==> src/rtl/if_stage_pkg.sv <==
// Shared types and constants for the instruction-fetch stage and its decode-side neighbours.
package if_stage_pkg;

    localparam int unsigned XLEN   = 32;
    localparam int unsigned JLOW_W = 26;

    localparam logic [XLEN-1:0] PC_INC           = XLEN'(4);
    localparam logic [XLEN-1:0] NOP_INST_DEFAULT = XLEN'(0);

    typedef enum logic [1:0] {
        S_REQ  = 2'd0,
        S_DROP = 2'd1,
        S_HOLD = 2'd2
    } state_e;

    typedef struct packed {
        logic [XLEN-1:0] pc;
        logic [XLEN-1:0] inst;
    } fetch_pkt_t;

    // J-type target: top nibble of PC+4, 26-bit word index, word alignment.
    function automatic logic [XLEN-1:0] jump_target(input logic [XLEN-1:0]   base,
                                                    input logic [JLOW_W-1:0] low);
        return {base[XLEN-1:XLEN-4], low, 2'b00};
    endfunction

endpackage

==> src/rtl/if_stage_if.sv <==
// Instruction-memory valid/ack fetch port between the fetch stage and memory.
interface if_stage_if;
    import if_stage_pkg::*;

    logic            imem_req;
    logic [XLEN-1:0] imem_addr;
    logic            imem_ack;
    logic [XLEN-1:0] imem_rdata;

    modport master (output imem_req, imem_addr, input  imem_ack, imem_rdata);
    modport slave  (input  imem_req, imem_addr, output imem_ack, imem_rdata);
endinterface

==> src/rtl/if_skid_buf.sv <==
// One-entry PC/instruction holding register used while decode is paused.
module if_skid_buf
    import if_stage_pkg::*;
(
    input  logic       clk,
    input  logic       rstn,
    input  logic       load,
    input  logic       pop,
    input  logic       clear,
    input  fetch_pkt_t d,
    output fetch_pkt_t q,
    output logic       valid
);

    always_ff @(posedge clk or negedge rstn) begin
        if (!rstn) begin
            valid <= 1'b0;
            q     <= '0;
        end else if (clear || pop) begin
            valid <= 1'b0;
        end else if (load) begin
            valid <= 1'b1;
            q     <= d;
        end
    end

endmodule

==> src/rtl/if_stage.sv <==
// MIPS instruction-fetch stage: PC/next-PC selection, imem valid/ack fetch, pause skid buffer.
// Optional performance counters are enabled with `define IF_PERF_CNT_EN.
module if_stage
    import if_stage_pkg::*;
#(
    parameter logic [XLEN-1:0] RESET_PC = XLEN'(0),
    parameter logic [XLEN-1:0] NOP_INST = NOP_INST_DEFAULT
) (
    input  logic              clk,
    input  logic              rstn,
    input  logic              i_pause,
    input  logic              i_brTaken,
    input  logic [XLEN-1:0]   i_brTarget,
    input  logic              i_jump,
    input  logic [JLOW_W-1:0] i_jumpLow,
    input  logic [XLEN-1:0]   i_jumpBase,
    if_stage_if.master        imem,
    output logic [XLEN-1:0]   o_IF_PC,
    output logic [XLEN-1:0]   o_IF_inst,
    output logic              o_IF_valid
`ifdef IF_PERF_CNT_EN
    ,
    output logic [31:0]       o_IF_fetchCnt,
    output logic [31:0]       o_IF_stallCnt
`endif
);

    state_e          state_q, state_d;
    logic [XLEN-1:0] pc_q, pc_d;
    logic [XLEN-1:0] pend_q, pend_d;
    logic            req_q, req_d;
    fetch_pkt_t      slot_q, slot_d;
    logic            slot_valid_q, slot_valid_d;

    logic            redir, fire, slot_load;
    logic [XLEN-1:0] target, pc_inc;
    logic            skid_load, skid_pop, skid_clear, skid_valid;
    fetch_pkt_t      skid_q;

    if_skid_buf u_skid (
        .clk   (clk),
        .rstn  (rstn),
        .load  (skid_load),
        .pop   (skid_pop),
        .clear (skid_clear),
        .d     ({pc_inc, imem.imem_rdata}),
        .q     (skid_q),
        .valid (skid_valid)
    );

    assign imem.imem_req  = req_q;
    assign imem.imem_addr = pc_q;
    assign o_IF_PC        = slot_q.pc;
    assign o_IF_inst      = slot_q.inst;
    assign o_IF_valid     = slot_valid_q;

    // Next-state, next-PC and output-slot selection.
    always_comb begin
        redir        = i_brTaken | i_jump;
        target       = i_brTaken ? i_brTarget : jump_target(i_jumpBase, i_jumpLow);
        fire         = req_q & imem.imem_ack;
        pc_inc       = pc_q + PC_INC;
        state_d      = state_q;
        pc_d         = pc_q;
        pend_d       = pend_q;
        slot_d       = slot_q;
        slot_valid_d = slot_valid_q;
        slot_load    = 1'b0;
        skid_load    = 1'b0;
        skid_pop     = 1'b0;
        skid_clear   = 1'b0;

        unique case (state_q)
            S_REQ: begin
                if (fire) begin
                    if (redir) begin
                        pc_d = target;
                    end else if (!i_pause || !slot_valid_q) begin
                        slot_load = 1'b1;
                        slot_d    = '{pc: pc_inc, inst: imem.imem_rdata};
                        pc_d      = pc_inc;
                    end else begin
                        skid_load = 1'b1;
                        pc_d      = pc_inc;
                        state_d   = S_HOLD;
                    end
                end else if (redir) begin
                    // Before req has risen the address may still move freely.
                    if (req_q) begin
                        pend_d  = target;
                        state_d = S_DROP;
                    end else begin
                        pc_d = target;
                    end
                end
            end
            S_DROP: begin
                if (redir) pend_d = target;
                if (fire) begin
                    pc_d    = redir ? target : pend_q;
                    state_d = S_REQ;
                end
            end
            S_HOLD: begin
                if (redir) begin
                    skid_clear = 1'b1;
                    pc_d       = target;
                    state_d    = S_REQ;
                end else if (!i_pause && skid_valid) begin
                    skid_pop  = 1'b1;
                    slot_load = 1'b1;
                    slot_d    = skid_q;
                    state_d   = S_REQ;
                end
            end
            default: state_d = S_REQ;
        endcase

        if (slot_load) slot_valid_d = 1'b1;
        if (redir) begin
            slot_valid_d = 1'b0;
            slot_d.inst  = NOP_INST;
        end
        req_d = (state_d != S_HOLD);
    end

    always_ff @(posedge clk or negedge rstn) begin
        if (!rstn) begin
            state_q      <= S_REQ;
            pc_q         <= RESET_PC;
            pend_q       <= RESET_PC;
            req_q        <= 1'b0;
            slot_q       <= '{pc: RESET_PC, inst: NOP_INST};
            slot_valid_q <= 1'b0;
        end else begin
            state_q      <= state_d;
            pc_q         <= pc_d;
            pend_q       <= pend_d;
            req_q        <= req_d;
            slot_q       <= slot_d;
            slot_valid_q <= slot_valid_d;
        end
    end

`ifdef IF_PERF_CNT_EN
    // Loaded instructions, and cycles spent waiting on memory or held by decode.
    always_ff @(posedge clk or negedge rstn) begin
        if (!rstn) begin
            o_IF_fetchCnt <= 32'd0;
            o_IF_stallCnt <= 32'd0;
        end else begin
            o_IF_fetchCnt <= o_IF_fetchCnt + 32'(slot_load);
            o_IF_stallCnt <= o_IF_stallCnt +
                             32'((req_q & ~imem.imem_ack) | (state_q == S_HOLD));
        end
    end
`endif

endmodule

==> src/flat_wrapper.sv <==
// flat-port wrapper written by rule: the top's interface ports become plain ports
module if_stage_flat import if_stage_pkg::*;
#(
    parameter logic [XLEN-1:0] RESET_PC = XLEN'(0),
    parameter logic [XLEN-1:0] NOP_INST = NOP_INST_DEFAULT
)
  (clk, rstn, i_pause, i_brTaken, i_brTarget, i_jump, i_jumpLow, i_jumpBase, o_IF_PC, o_IF_inst, o_IF_valid, imem_imem_req, imem_imem_addr, imem_imem_ack, imem_imem_rdata);
  if_stage_if imem_i ();
  input  logic clk;
  input  logic rstn;
  input  logic i_pause;
  input  logic i_brTaken;
  input  logic [XLEN-1:0] i_brTarget;
  input  logic i_jump;
  input  logic [JLOW_W-1:0] i_jumpLow;
  input  logic [XLEN-1:0] i_jumpBase;
  output logic [XLEN-1:0] o_IF_PC;
  output logic [XLEN-1:0] o_IF_inst;
  output logic o_IF_valid;
  output wire logic [$bits(imem_i.imem_req)-1:0] imem_imem_req;
  output wire logic [$bits(imem_i.imem_addr)-1:0] imem_imem_addr;
  input wire logic [$bits(imem_i.imem_ack)-1:0] imem_imem_ack;
  input wire logic [$bits(imem_i.imem_rdata)-1:0] imem_imem_rdata;
  assign imem_imem_req = imem_i.imem_req;
  assign imem_imem_addr = imem_i.imem_addr;
  assign imem_i.imem_ack = imem_imem_ack;
  assign imem_i.imem_rdata = imem_imem_rdata;
  if_stage #(.RESET_PC(RESET_PC), .NOP_INST(NOP_INST)) u_core (.clk(clk), .rstn(rstn), .i_pause(i_pause), .i_brTaken(i_brTaken), .i_brTarget(i_brTarget), .i_jump(i_jump), .i_jumpLow(i_jumpLow), .i_jumpBase(i_jumpBase), .imem(imem_i), .o_IF_PC(o_IF_PC), .o_IF_inst(o_IF_inst), .o_IF_valid(o_IF_valid));
endmodule
==> config.mk <==
export PLATFORM = sky130hd
export DESIGN_NAME = if_stage_flat
export DESIGN_NICKNAME = d
export VERILOG_FILES = /design/src/rtl/if_stage_pkg.sv /design/src/rtl/if_stage_if.sv /design/src/rtl/if_skid_buf.sv /design/src/rtl/if_stage.sv /design/src/flat_wrapper.sv
export SDC_FILE = /design/constraint.sdc
export NUM_CORES = 1
export LEC_CHECK = 0
export CAP_MARGIN = 20
export CORE_ASPECT_RATIO = 1.4
export CORE_MARGIN = 4
export CORE_UTILIZATION = 50
export DETAILED_ROUTE_END_ITERATION = 10
export DONT_BUFFER_PORTS = 1
export PLACE_DENSITY = 0.65
export SYNTH_ARGS = -nofsm -noshare
export SYNTH_HDL_FRONTEND = slang
export SYNTH_SLANG_ARGS = --single-unit
export TNS_END_PERCENT = 10
==> constraint.sdc <==
create_clock -name clk -period 4.65 [get_ports clk]
set_clock_uncertainty 0.2 [all_clocks]
set_input_delay 0.2325 -clock clk [delete_from_list [all_inputs] [get_ports clk]]
set_output_delay 0.2325 -clock clk [all_outputs]
set_load 0.005 [all_outputs]
-- Word-level counts from Yosys, hierarchy flattened
Cells that the tools add are included.
- flip-flop bits (word level): 197
- output and inout bits: 98
- word-level logic and storage cells: 94
- equality and inequality tests: 17
- reductions and logical operators: 17
- multiplexer cells: 46
- add/subtract/negate cells: 1
- bitwise gates (word level): 3
- operator list (operator ; count):
    32-bit two-way mux ; 12
    64-bit two-way mux ; 5
    64-bit case mux with 2 select lines ; 1
    32-bit case mux with 3 select lines ; 1
    32-bit case mux with 2 select lines ; 1
    32-bit by 3-bit adder with 32-bit output, second input constant ; 1
    1-bit two-way mux ; 16
    2-bit two-way mux ; 8
    2-bit by 1-bit inequality test with 1-bit output, second input constant ; 7
    3-bit by 1-bit inequality test with 1-bit output, second input constant ; 3
    2-bit inequality test, second input constant ; 4
    4-bit AND reduction ; 2
    2-bit nonzero test ; 4
    2-bit case mux with 3 select lines ; 1
    6-bit AND reduction ; 1
    3-bit nonzero test ; 2
    5-bit AND reduction ; 1
    3-bit inequality test, second input constant ; 1
    2-bit by 1-bit == test with 1-bit output, second input constant ; 1
    2-bit == test, second input constant ; 1
    1-bit zero test ; 2
    2-bit zero test ; 1
    1-bit logical OR ; 2
    1-bit case mux with 2 select lines ; 1
    other kinds (5) ; 5

-- Logic depth before layout (Yosys ltp)
Gate-level depths: netlist of run 1.
- word-level depth: 8
- gate-level depth with buffers: 11
- mapped depth without buffers: 7

-- Hierarchy
Synthesis of run 1 repeated with hierarchy kept, for this count alone.
- cells, all modules: 1103
- area total of the unflattened synthesis: 11252.0 µm²
- by module, submodules not included (module ; instances ; seq. area each (µm²) ; cells each ; area an instance (µm²)):
    if_stage ; 1 ; 3303.2 ; 964 ; 8526.9
    if_skid_buf ; 1 ; 1626.6 ; 139 ; 2725.1

-- Worst setup path before layout of run 1
Ideal clock, no wire load.
- path kind: register -> register
- start: register u_core.state_q[0]
- end: register u_core.pc_q[17], in the netlist u_core.imem.imem_addr[17]
- period minus slack after synthesis: 2.495 ns
- arrival: 2.173 ns
- setup slack: 2.155 ns
- library setup time: 0.122 ns
- stages on the path, launching flop included: 11
- cells stage by stage: dfrtp_1 -> inv_1 -> ha_1 -> clkbuf_1 -> or2_2 -> o311a_1 -> or2_2 -> clkbuf_1 -> buf_2 -> a31o_2 -> a32o_1
- cells in the longest elaborated chain, start to end: 3
- elaborated cells between the ends (all ways): 10
- classes of those cells: eq/ne: 6; mux: 1; reduce/logical: 3
- RTL lines (item ; RTL line ; RTL):
    start: declaration ; if_stage.sv:28 ; state_e state_q, state_d;
    start signal: assignment ; if_stage.sv:136 ; state_q <= state_d;
    2-bit == test (tied with other cells) ; if_stage.sv:73 ; unique case (state_q)
    2-bit by 1-bit inequality test with 1-bit output (no line) (tied with other cells) ; - ;
    5-bit AND reduction (no line) ; - ;
    end signal: assignment ; if_stage.sv:137 ; pc_q <= pc_d;
    end: declaration ; if_stage.sv:29 ; logic [XLEN-1:0] pc_q, pc_d;
Several ways; a longest one is shown, not always the timed one.
A chain may end at the register's enable or synchronous reset.

-- Final worst setup path of run 1
- start: register u_core.pc_q[2], in the netlist u_core.imem.imem_addr[2]
- end: register u_core.u_skid.q[50] (netlist name)
- cells in the longest elaborated chain, start to end: 1
- RTL lines (item ; RTL line ; RTL):
    32-bit by 3-bit adder with 32-bit output ; if_stage.sv:62 ; pc_inc = pc_q + PC_INC;
    end signal: assignment ; if_skid_buf.sv:18 ; q <= '0;
    end signal: assignment ; if_skid_buf.sv:23 ; q <= d;
    end: declaration ; if_skid_buf.sv:11 ; output fetch_pkt_t q,
Every way passes these cells.

==> results of run 1 <==
[timing repair]
item,in CTS,in global routing
buffers inserted,0,0
hold endpoints to repair,302,197
setup endpoints to repair,0,0
resized for setup,0,0
[state kept, by name, summed over array words and instances, names as in the netlist]
| name | count |
|---|---|
| u_core.imem.imem_addr | 32 |
| u_core.u_skid.q | 64 |
| u_core.o_IF_PC | 32 |
| u_core.state_q | 2 |
| u_core.imem.imem_req | 1 |
| u_core.u_skid.valid | 1 |
| u_core.o_IF_inst | 32 |
| u_core.pend_q | 32 |
| u_core.o_IF_valid | 1 |
[metrics by stage]
step	instances	setup WS [ns]	power [mW]	hold WS, ns
floorplan	1170	2.15	4.20	-0.263
global placement	1354	1.53	4.79	-0.258
detailed placement	1354	1.46	4.86	-0.257
CTS	1484	1.46	6.51	-0.732
global route	1484	1.22	6.91	-0.738
finish	1484	1.45	6.49	-0.708
[where the power goes]
group	total (mW)	internal (mW)	switching [mW]
logic	1.99	0.796	1.19
clock network	1.57	0.887	0.685
registers	2.93	2.26	0.669
[critical path, stage by stage (launching register included)]
cell	delay (ns)
sky130_fd_sc_hd__dfrtp_1	0.57
sky130_fd_sc_hd__ha_1	0.32
sky130_fd_sc_hd__nand4_4	0.18
sky130_fd_sc_hd__nor4_2	0.89
sky130_fd_sc_hd__nand2_1	0.31
sky130_fd_sc_hd__xor2_1	0.44
sky130_fd_sc_hd__o21ai_0	0.13
[final timing paths]
path	depth (start not counted)	startpoint	to
worst max register to register	6	u_core.imem.imem_addr[2]$_DFFE_PN0P_	u_core.u_skid.q[50]$_DFFE_PN0P_
worst min register to register	2	u_core.u_skid.q[61]$_DFFE_PN0P_	u_core.u_skid.q[61]$_DFFE_PN0P_
min in group clk	4	i_brTarget[23]	u_core.imem.imem_addr[23]$_DFFE_PN0P_
worst max-delay path	6	u_core.imem.imem_addr[2]$_DFFE_PN0P_	u_core.u_skid.q[50]$_DFFE_PN0P_
max in group asynchronous	0	rstn	u_core.u_skid.q[54]$_DFFE_PN0P_
worst min-delay path	0	rstn	u_core.o_IF_inst[29]$_DFFE_PN0P_
[cell families after synthesis]
logic type	count (synthesis)	share of synthesized area (%)
simple gates	452	19.3
compound gates	298	18.1
flops	197	47.2
buf+inv	108	4.17
mux	91	9.02
xor+xnor	19	1.59
fa+ha+maj	5	0.599
[final cells by class]
cell class | count | area, µm²
Fill cell | 1788 | 8370
Timing Repair Buffer | 117 | 1130
Tap cell | 256 | 320
Sequential cell | 197 | 4930
Clock buffer | 20 | 457
Multi-Input combinational cell | 865 | 5120
Inverter | 17 | 63.8
Clock inverter | 12 | 165
[layout by cell type, fill, tap and decap left out, types with 24 or more instances in the layout]
cell                            Yosys  final
sky130_fd_sc_hd__nor2_1           113    113
sky130_fd_sc_hd__nor3_1            24     24
sky130_fd_sc_hd__mux2_2            25     25
sky130_fd_sc_hd__dlygate4sd3_1      0     97
sky130_fd_sc_hd__a211oi_1          42     42
sky130_fd_sc_hd__mux2i_1           66     66
sky130_fd_sc_hd__a21oi_1           64     64
sky130_fd_sc_hd__dfrtp_1          197    197
sky130_fd_sc_hd__nand2_1          230    230
sky130_fd_sc_hd__o21ai_0           89     89
sky130_fd_sc_hd__nand3_1           26     26
[routing by layer]
metal / vias to the layer above / track usage (%) / part of all wire [%]
met5: - / 0 / 0
met4: 0 / 8.88 / 2.7
met3: 50 / 5.37 / 7.4
met2: 340 / 42.7 / 49
met1: 4233 / 33.2 / 41
li1: 4217 / - / -
==> metrics, run 1 <==
cell count after synthesis=approximately 1,200; minimum period implied by the final worst setup slack=3.20 ns; DIE WIDTH=around 130 µm; total vias in the final route=around 9,000; final design area excluding fillers=about 12,000 µm²; Final GP Congestion=0.897; violated checks=hold timing; period utilisation layout=~69%; cell with the most instances after synthesis=sky130_fd_sc_hd__nand2_1; cell accounting for the most synthesized area=sky130_fd_sc_hd__dfrtp_1; final net count=1,348; Pleak=5.24 nW; overall track demand over capacity in global routing=about a quarter; min-delay worst type=input pin to async pin; Main synth FF type=sky130_fd_sc_hd__dfrtp_1; number of buffers created by CTS=17; deepest clock path buffer count=2; data required time at the worst endpoint=4.74 ns; area of the core=roughly 21,000 µm²; Synth-to-Final Area Change=16.8%; iteration-0 DRC count of the detailed router=roughly 700; YS warnings=0; H-tree depth reported by CTS=4; insertion delay to the later sink of the worst-skew pair=0.44 ns; pin count of the biggest net entering global routing=a little under 200; detailed-route wire length=a little under 30,000 µm; max-slew violations=0; number of nets still failing antenna checks after routing=0; Post-Syn Nets=1,303; Max Cap Viol=0; RSZ-0062 raised after global routing=no; I/O pin count=226; transition time at the pin with the least slew margin=0.965 ns; class of the most critical setup path=flop to flop; endpoints failing setup=0; count of unresolved DRC violations after routing=0; Fin. Hold Viols=just under 200; worst max-slew margin expressed relative to the limit=a little over a third; Clock transition at path regs=0.07 ns; list of most frequent post-synthesis cells=230 x sky130_fd_sc_hd__nand2_1, 197 x sky130_fd_sc_hd__dfrtp_1, 113 x sky130_fd_sc_hd__nor2_1; first-pass GRT wire length=between 40,000 and 50,000 µm; total cell area at the placement stage=between 10,000 and 15,000 µm²; crit path max fanout=10; data arrival time of the critical path=3.28 ns; ratio of routed vias to standard cells=5.96; sum of overflow across all layers after global routing=0; Mapped Area=10,400 µm²; type of element launching the critical path=flop; first-pass iteration count of the detailed router=5; DP HPWL=between 15,000 and 20,000 µm; number of global-route vias before repair=around 8,400; cell types with the largest area share after synthesis=sky130_fd_sc_hd__dfrtp_1 47%, sky130_fd_sc_hd__nand2_1 8.3%, sky130_fd_sc_hd__mux2i_1 6.3%; initial antenna violation count=0; DIE HEIGHT=~180 µm; highest achievable clock rate=~0.31 GHz; worst hold margin=-0.708 ns; worst ir drop on vdd=~0.27 mV; antenna diode count=0; unique cell type count in the Yosys netlist=66; type of element capturing the critical path=flop; cell area power density=532 nW/µm²; slack of the worst reg-to-reg path=approximately 1.5 ns; Die Footprint=23,300 µm²; layout cells sized above 1=7.90%; TritonCTS clock tree=built; initial cell density of the core=around half; part of the Yosys area used for sequential elements=between 40% and 50%; Port-buffer cells=0; Row Count=62; routed len/inst=between 20 and 25 µm; # clock sinks=between 150 and 200; share of async-settable or async-resettable flops after synthesis=between 90% and 100%; root cell of the clock tree=sky130_fd_sc_hd__clkbuf_16; # hold bufs at CTS=between 90 and 100; Final Util=59.3%; Total Negative Setup Slacks=0 ns; status=complete, but fails checks; area share of the largest cell type after synthesis=a little under half; flop and latch count out of synthesis=just under 200; number of enable flip-flop cells after synthesis=0; mean cell area of the mapped netlist=~9 µm²
Note: power is estimated with default switching activity, not from simulation.
==> run 2, diff against run 1 <==
==> constraint.sdc (replaced) <==
create_clock -name clk -period 3.3 [get_ports clk]
set_clock_uncertainty 0.2 [all_clocks]
set_input_delay 0.165 -clock clk [delete_from_list [all_inputs] [get_ports clk]]
set_output_delay 0.165 -clock clk [all_outputs]
set_load 0.005 [all_outputs]
==> run 2 against run 1 <==
Net effect:
- the flow still finishes with violations (hold timing)
- critical path depth rose by 2
- sequential share of layout area fell by 0.38 points
- final area increased by 0.95%
- critical path type unchanged
- register-to-register slack worse by 1.0 ns
- clock power up 38%
- largest power group unchanged
==> metrics, run 2 (synthesis results as in run 1) <==
status=complete, but fails checks; violated checks=hold timing; routed len/inst=approximately 20 µm; Total Negative Setup Slacks=0 ns; slack of the worst reg-to-reg path=0.44 ns; final net count=1,360; cell area power density=744 nW/µm²; I/O pin count=226; worst flop-to-flop path endpoint=u_core.imem.imem_addr[25]$_DFFE_PN0P_; TritonCTS clock tree=built; ratio of routed vias to standard cells=5.94; worst max-slew margin expressed relative to the limit=between 40 and 50%; area of the core=between 20,000 and 25,000 µm²; number of buffers created by CTS=17; worst ir drop on vdd=approximately 0.4 mV; worst hold margin=-0.774 ns; number of global-route vias before repair=~8,600; R2R Path Start=u_core.state_q[1]$_DFF_PN0_; Clock transition at path regs=roughly 0.070 ns; most common cell after layout, fill and taps aside=sky130_fd_sc_hd__nand2_1; period utilisation layout=between 80% and 90%; Synth-to-Final Area Change=17.9%; flip-flop count of the largest register after layout=between 60 and 70; max-slew violations=0; depth of the worst register-to-register path=8; delay of the slowest cell on the worst path=roughly 0.58 ns; total vias in the final route=a little under 9,000; Final GP Congestion=between 0.9 and 1; overall power=~9.2 mW; first-pass iteration count of the detailed router=5; deepest clock path buffer count=2; DP HPWL=around 20,000 µm; Fin. Hold Viols=about 200; data arrival time of the critical path=just under 3 ns; Pleak=roughly 5.3 nW; net switching power of the design=about 3.6 mW; master of the slowest instance on the critical path=sky130_fd_sc_hd__or2_2; min-delay worst type=input pin to async pin; type of element capturing the critical path=flop; H-tree depth reported by CTS=4; type of element launching the critical path=flop; number of buffers and inverters on the critical path=2; Die Footprint=between 20,000 and 25,000 µm²; initial antenna violation count=0; combinational group share of total power=around a third; root cell of the clock tree=sky130_fd_sc_hd__clkbuf_16; sum of overflow across all layers after global routing=0; endpoints failing setup=0; cell type group with the largest total delay on the critical path=simple AND/OR/NAND/NOR gates; pin count of the biggest net entering global routing=approximately 200; class of the most critical setup path=flop to flop; detailed-route wire length=slightly below 30,000 µm; cell breakdown of the critical path=inv_1 > ha_1 > or2_2 > o311a_1 > or2_2 > buf_4 > a22oi_1 > o21ai_0; relative contribution of the clock network to total power=roughly a quarter; sequential share of power=between 40% and 50%; first-pass GRT wire length=roughly 47,000 µm; # hold bufs at CTS=about 110; number of setup buffers added after CTS=0; DIE HEIGHT=around 180 µm; leading cell types in the layout, fill and taps excluded=230 x sky130_fd_sc_hd__nand2_1, 197 x sky130_fd_sc_hd__dfrtp_1, 113 x sky130_fd_sc_hd__nor2_1; transition time at the pin with the least slew margin=0.799 ns; insertion delay to the later sink of the worst-skew pair=~0.44 ns; minimum period implied by the final worst setup slack=between 2 and 3 ns; Row Count=slightly above 60; internal power=~5.6 mW; DIE WIDTH=roughly 130 µm; # clock sinks=between 150 and 200; data required time at the worst endpoint=around 3.4 ns; number of gates resized after cts=0; Max Cap Viol=0; crit path max fanout=31; initial cell density of the core=50.8%; layout cells sized above 1=under 10%; highest achievable clock rate=between 0.3 and 0.4 GHz; count of unresolved DRC violations after routing=0; overall track demand over capacity in global routing=about a quarter; number of nets still failing antenna checks after routing=0; iteration-0 DRC count of the detailed router=approximately 580; cell occurring most often along the worst timing path=sky130_fd_sc_hd__or2_2; antenna diode count=0; Port-buffer cells=0; net switching share of the total power=39.0%; register containing the most flip-flops in the final layout=u_core.u_skid.q; RSZ-0062 raised after global routing=no
run 2: changes by cell type in the layout (fill, tap and decap cells not counted), sizes merged:
| cell | change |
|---|---|
| buf | +5 |
| clkinvlp | -1 |
| clkbuf | -1 |
| inv | -4 |
| dlygate4sd3 | +7 |
| clkinv | +5 |
run 2: metal layers:
metal  global-route usage, %  vias up  share of wire [%]
met4                    10.9        0                4.0
met1                    32.6     4232                 40
li1                        -     4256                  -
met2                    42.8      329                 49
met3                    6.20       56                7.3
met5                       0        -                  0
run 2: metrics by stage:
| stage | cells | area [µm²] | util [%] | setup slack (ns) |
|---|---|---|---|---|
| 2_1_floorplan | 1170 | 10400 | - | 0.805 |
| 5_1_grt | 1495 | 12300 | 59.9 | 0.279 |
| 3_3_place_gp | 1359 | 10600 | 51.8 | 0.547 |
| 4_1_cts | 1495 | 12300 | 59.9 | 0.475 |
| 3_5_place_dp | 1359 | 10600 | 51.8 | 0.498 |
| 6_report | 1495 | 12300 | 59.9 | 0.441 |
run 2: worst max-delay path by stage:
stage / startpoint / end / slack (ns) / depth (start not counted)
after global routing: u_core.state_q[0]$_DFF_PN0_ / u_core.o_IF_PC[24]$_DFFE_PN0P_ / 0.28 / 7
after CTS: u_core.state_q[0]$_DFF_PN0_ / u_core.o_IF_PC[23]$_DFFE_PN0P_ / 0.47 / 7
after global placement: u_core.state_q[0]$_DFF_PN0_ / u_core.imem.imem_addr[12]$_DFFE_PN0P_ / 0.55 / 7
after floorplan: u_core.state_q[0]$_DFF_PN0_ / u_core.imem.imem_addr[17]$_DFFE_PN0P_ / 0.80 / 10
after detailed placement: u_core.state_q[0]$_DFF_PN0_ / u_core.o_IF_PC[23]$_DFFE_PN0P_ / 0.50 / 7
final: u_core.state_q[1]$_DFF_PN0_ / u_core.imem.imem_addr[25]$_DFFE_PN0P_ / 0.44 / 8
run 2: cell type report:
cell class,instances,area [µm²]
Clock buffer,19,453
Clock inverter,12,153
Fill cell,1786,8250
Inverter,17,63.8
Multi-Input combinational cell,865,5120
Sequential cell,197,4930
Tap cell,256,320
Timing Repair Buffer,129,1270
run 2: power groups by stage:
stage	Sequential [mW]	Combinational, mW	Clock, mW
after detailed placement	4.18	2.72	0
after global routing	4.24	3.23	2.31
after floorplan	3.76	2.15	0
final	4.12	2.88	2.16
after global placement	4.14	2.66	0
after CTS	4.12	2.86	2.21
==> run 3, diff against run 2 <==
--- a/config.mk
+++ b/config.mk
@@ -8,10 +8,10 @@
 export CAP_MARGIN = 20
 export CORE_ASPECT_RATIO = 1.4
 export CORE_MARGIN = 4
-export CORE_UTILIZATION = 50
+export CORE_UTILIZATION = 40
 export DETAILED_ROUTE_END_ITERATION = 10
 export DONT_BUFFER_PORTS = 1
-export PLACE_DENSITY = 0.65
+export PLACE_DENSITY = 0.54
 export SYNTH_ARGS = -nofsm -noshare
 export SYNTH_HDL_FRONTEND = slang
 export SYNTH_SLANG_ARGS = --single-unit
==> run 3 against run 2 <==
Net effect:
- the flow still finishes with violations (hold timing)
- die area increased by 24%
- final area increased by 0.54%
- first-iteration DRC count decreased by 7.3%
- routed wire length increased by 6.0%
- count of clock-buffer cells in the layout decreased by 1
- combinational power about the same
- utilization decreased by 11 points
- critical path depth unchanged
- worst hold slack improved by 0.0020 ns
- final cell count increased by 4.6%
==> metrics, run 3 (synthesis results as in run 1) <==
worst max-slew margin expressed relative to the limit=44.3%; minimum period implied by the final worst setup slack=between 2 and 3 ns; flip-flop count of the largest register after layout=between 60 and 70; Final GP Congestion=between 0.8 and 0.9; TritonCTS clock tree=built; I/O pin count=between 200 and 250; insertion delay to the later sink of the worst-skew pair=0.44 ns; RSZ-0062 raised after global routing=no; number of gates resized after cts=0; class of the most critical setup path=flop to flop; DIE HEIGHT=approximately 200 µm; worst hold margin=-0.772 ns; routed len/inst=20.2 µm; data required time at the worst endpoint=3.40 ns; deepest clock path buffer count=2; Max Cap Viol=0; max-slew violations=0; number of setup buffers added after CTS=0; detailed-route wire length=between 30,000 and 40,000 µm; endpoints failing setup=0; leading cell types in the layout, fill and taps excluded=230 x sky130_fd_sc_hd__nand2_1, 197 x sky130_fd_sc_hd__dfrtp_1, 112 x sky130_fd_sc_hd__nor2_1; type of element capturing the critical path=flop; Synth-to-Final Area Change=18.5%; depth of the worst register-to-register path=8; Fin. Hold Viols=roughly 200; data arrival time of the critical path=between 2 and 3 ns; Pleak=approximately 5.3 nW; worst ir drop on vdd=between 0.4 and 0.5 mV; transition time at the pin with the least slew margin=roughly 0.84 ns; sum of overflow across all layers after global routing=0; number of filler cells placed in the layout=~2,500; DIE WIDTH=145 µm; Port-buffer cells=0; wire length on met2=about 15,000 µm; # hold bufs at CTS=about 110; Die Footprint=about 29,000 µm²; Clock transition at path regs=0.07 ns; crit path max fanout=28; type of element launching the critical path=flop; first-pass iteration count of the detailed router=4; count of unresolved DRC violations after routing=0; post-route met1 wirelength=13,400 µm; root cell of the clock tree=sky130_fd_sc_hd__clkbuf_16; ratio of routed vias to standard cells=roughly 5.6; cell area power density=between 700 and 800 nW/µm²; initial cell density of the core=approximately two fifths; number of buffers created by CTS=17; highest achievable clock rate=approximately 0.36 GHz; overall power=around 9.0 mW; first-pass GRT wire length=approximately 50,000 µm; final net count=1,367; DP HPWL=~21,000 µm; violated checks=hold timing; layout cells sized above 1=8.59%; status=complete, but fails checks; Total Negative Setup Slacks=0 ns; antenna diode count=0; number of global-route vias before repair=~8,400; overall track demand over capacity in global routing=between 20% and 30%; initial antenna violation count=0; area of the core=25,600 µm²; highest routed layer=met4; number of nets still failing antenna checks after routing=0; register containing the most flip-flops in the final layout=u_core.u_skid.q; pin count of the biggest net entering global routing=a little under 200; Row Count=just under 70; iteration-0 DRC count of the detailed router=between 500 and 600; H-tree depth reported by CTS=4; min-delay worst type=input pin to async pin; # clock sinks=roughly 200; total vias in the final route=8,717; detailed route wirelength on metal3=approximately 1900 µm; period utilisation layout=a little under nine tenths; most common cell after layout, fill and taps aside=sky130_fd_sc_hd__nand2_1
[run 3: worst paths after layout]
| kind | from | endpoint | slack [ns] |
|---|---|---|---|
| worst max-delay path | u_core.state_q[1]$_DFF_PN0_ | u_core.imem.imem_addr[28]$_DFFE_PN0P_ | 0.49 |
| worst min-delay path | rstn | u_core.o_IF_PC[30]$_DFFE_PN0P_ | -0.77 |
| worst max register to register | u_core.state_q[1]$_DFF_PN0_ | u_core.imem.imem_addr[28]$_DFFE_PN0P_ | 0.49 |
| worst min register to register | u_core.u_skid.q[61]$_DFFE_PN0P_ | u_core.u_skid.q[61]$_DFFE_PN0P_ | 0.27 |
| max in group asynchronous | rstn | u_core.pend_q[25]$_DFFE_PN0P_ | 3.43 |
| min in group clk | i_brTaken | u_core.pend_q[0]$_DFFE_PN0P_ | 0.01 |
[run 3: routing by layer]
metal,track usage [%],vias to the layer above
li1,-,4257
met1,28.7,4125
met2,35.9,280
met3,4.91,55
met4,8.95,0
met5,0,-
[run 3: critical path, stage by stage, from the launching register on]
cell                      delay [ns]
sky130_fd_sc_hd__dfrtp_1        0.45
sky130_fd_sc_hd__inv_1          0.09
sky130_fd_sc_hd__ha_1           0.30
sky130_fd_sc_hd__or2_2          0.34
sky130_fd_sc_hd__o311a_1        0.16
sky130_fd_sc_hd__or2_2          0.55
sky130_fd_sc_hd__buf_4          0.29
sky130_fd_sc_hd__a22oi_1        0.19
sky130_fd_sc_hd__o21ai_0        0.10
[run 3: per-stage QoR]
stage               hold WS (ns)  instance area [µm²]  cells  util, %  setup WS (ns)
finish                    -0.772                12400   1564     48.4          0.492
global route              -0.802                12400   1564     48.4          0.321
CTS                       -0.793                12400   1564     48.4          0.502
detailed placement        -0.321                10700   1427     42.0          0.511
global placement          -0.321                10700   1427     42.0          0.541
floorplan                 -0.331                10400   1170        -          0.805
[run 3: layout make-up]
| cell class | instances | area [µm²] | area share, % |
|---|---|---|---|
| flip-flops and latches | 197 | 4930 | 39.8 |
| well taps | 319 | 399 | 3.23 |
| inverters | 17 | 63.8 | 0.516 |
| repair buffers | 136 | 1310 | 10.6 |
| clock buffers | 18 | 439 | 3.55 |
| clock inverters | 12 | 106 | 0.860 |
| multi-input cells | 865 | 5120 | 41.4 |
[run 3: power breakdown]
| part | leakage, nW | internal, mW | switching, mW |
|---|---|---|---|
| Clock | 0.272 | 1.06 | 0.955 |
| Combinational | 2.49 | 1.18 | 1.73 |
| Sequential | 2.54 | 3.18 | 0.916 |
| Total | 5.31 | 5.41 | 3.60 |
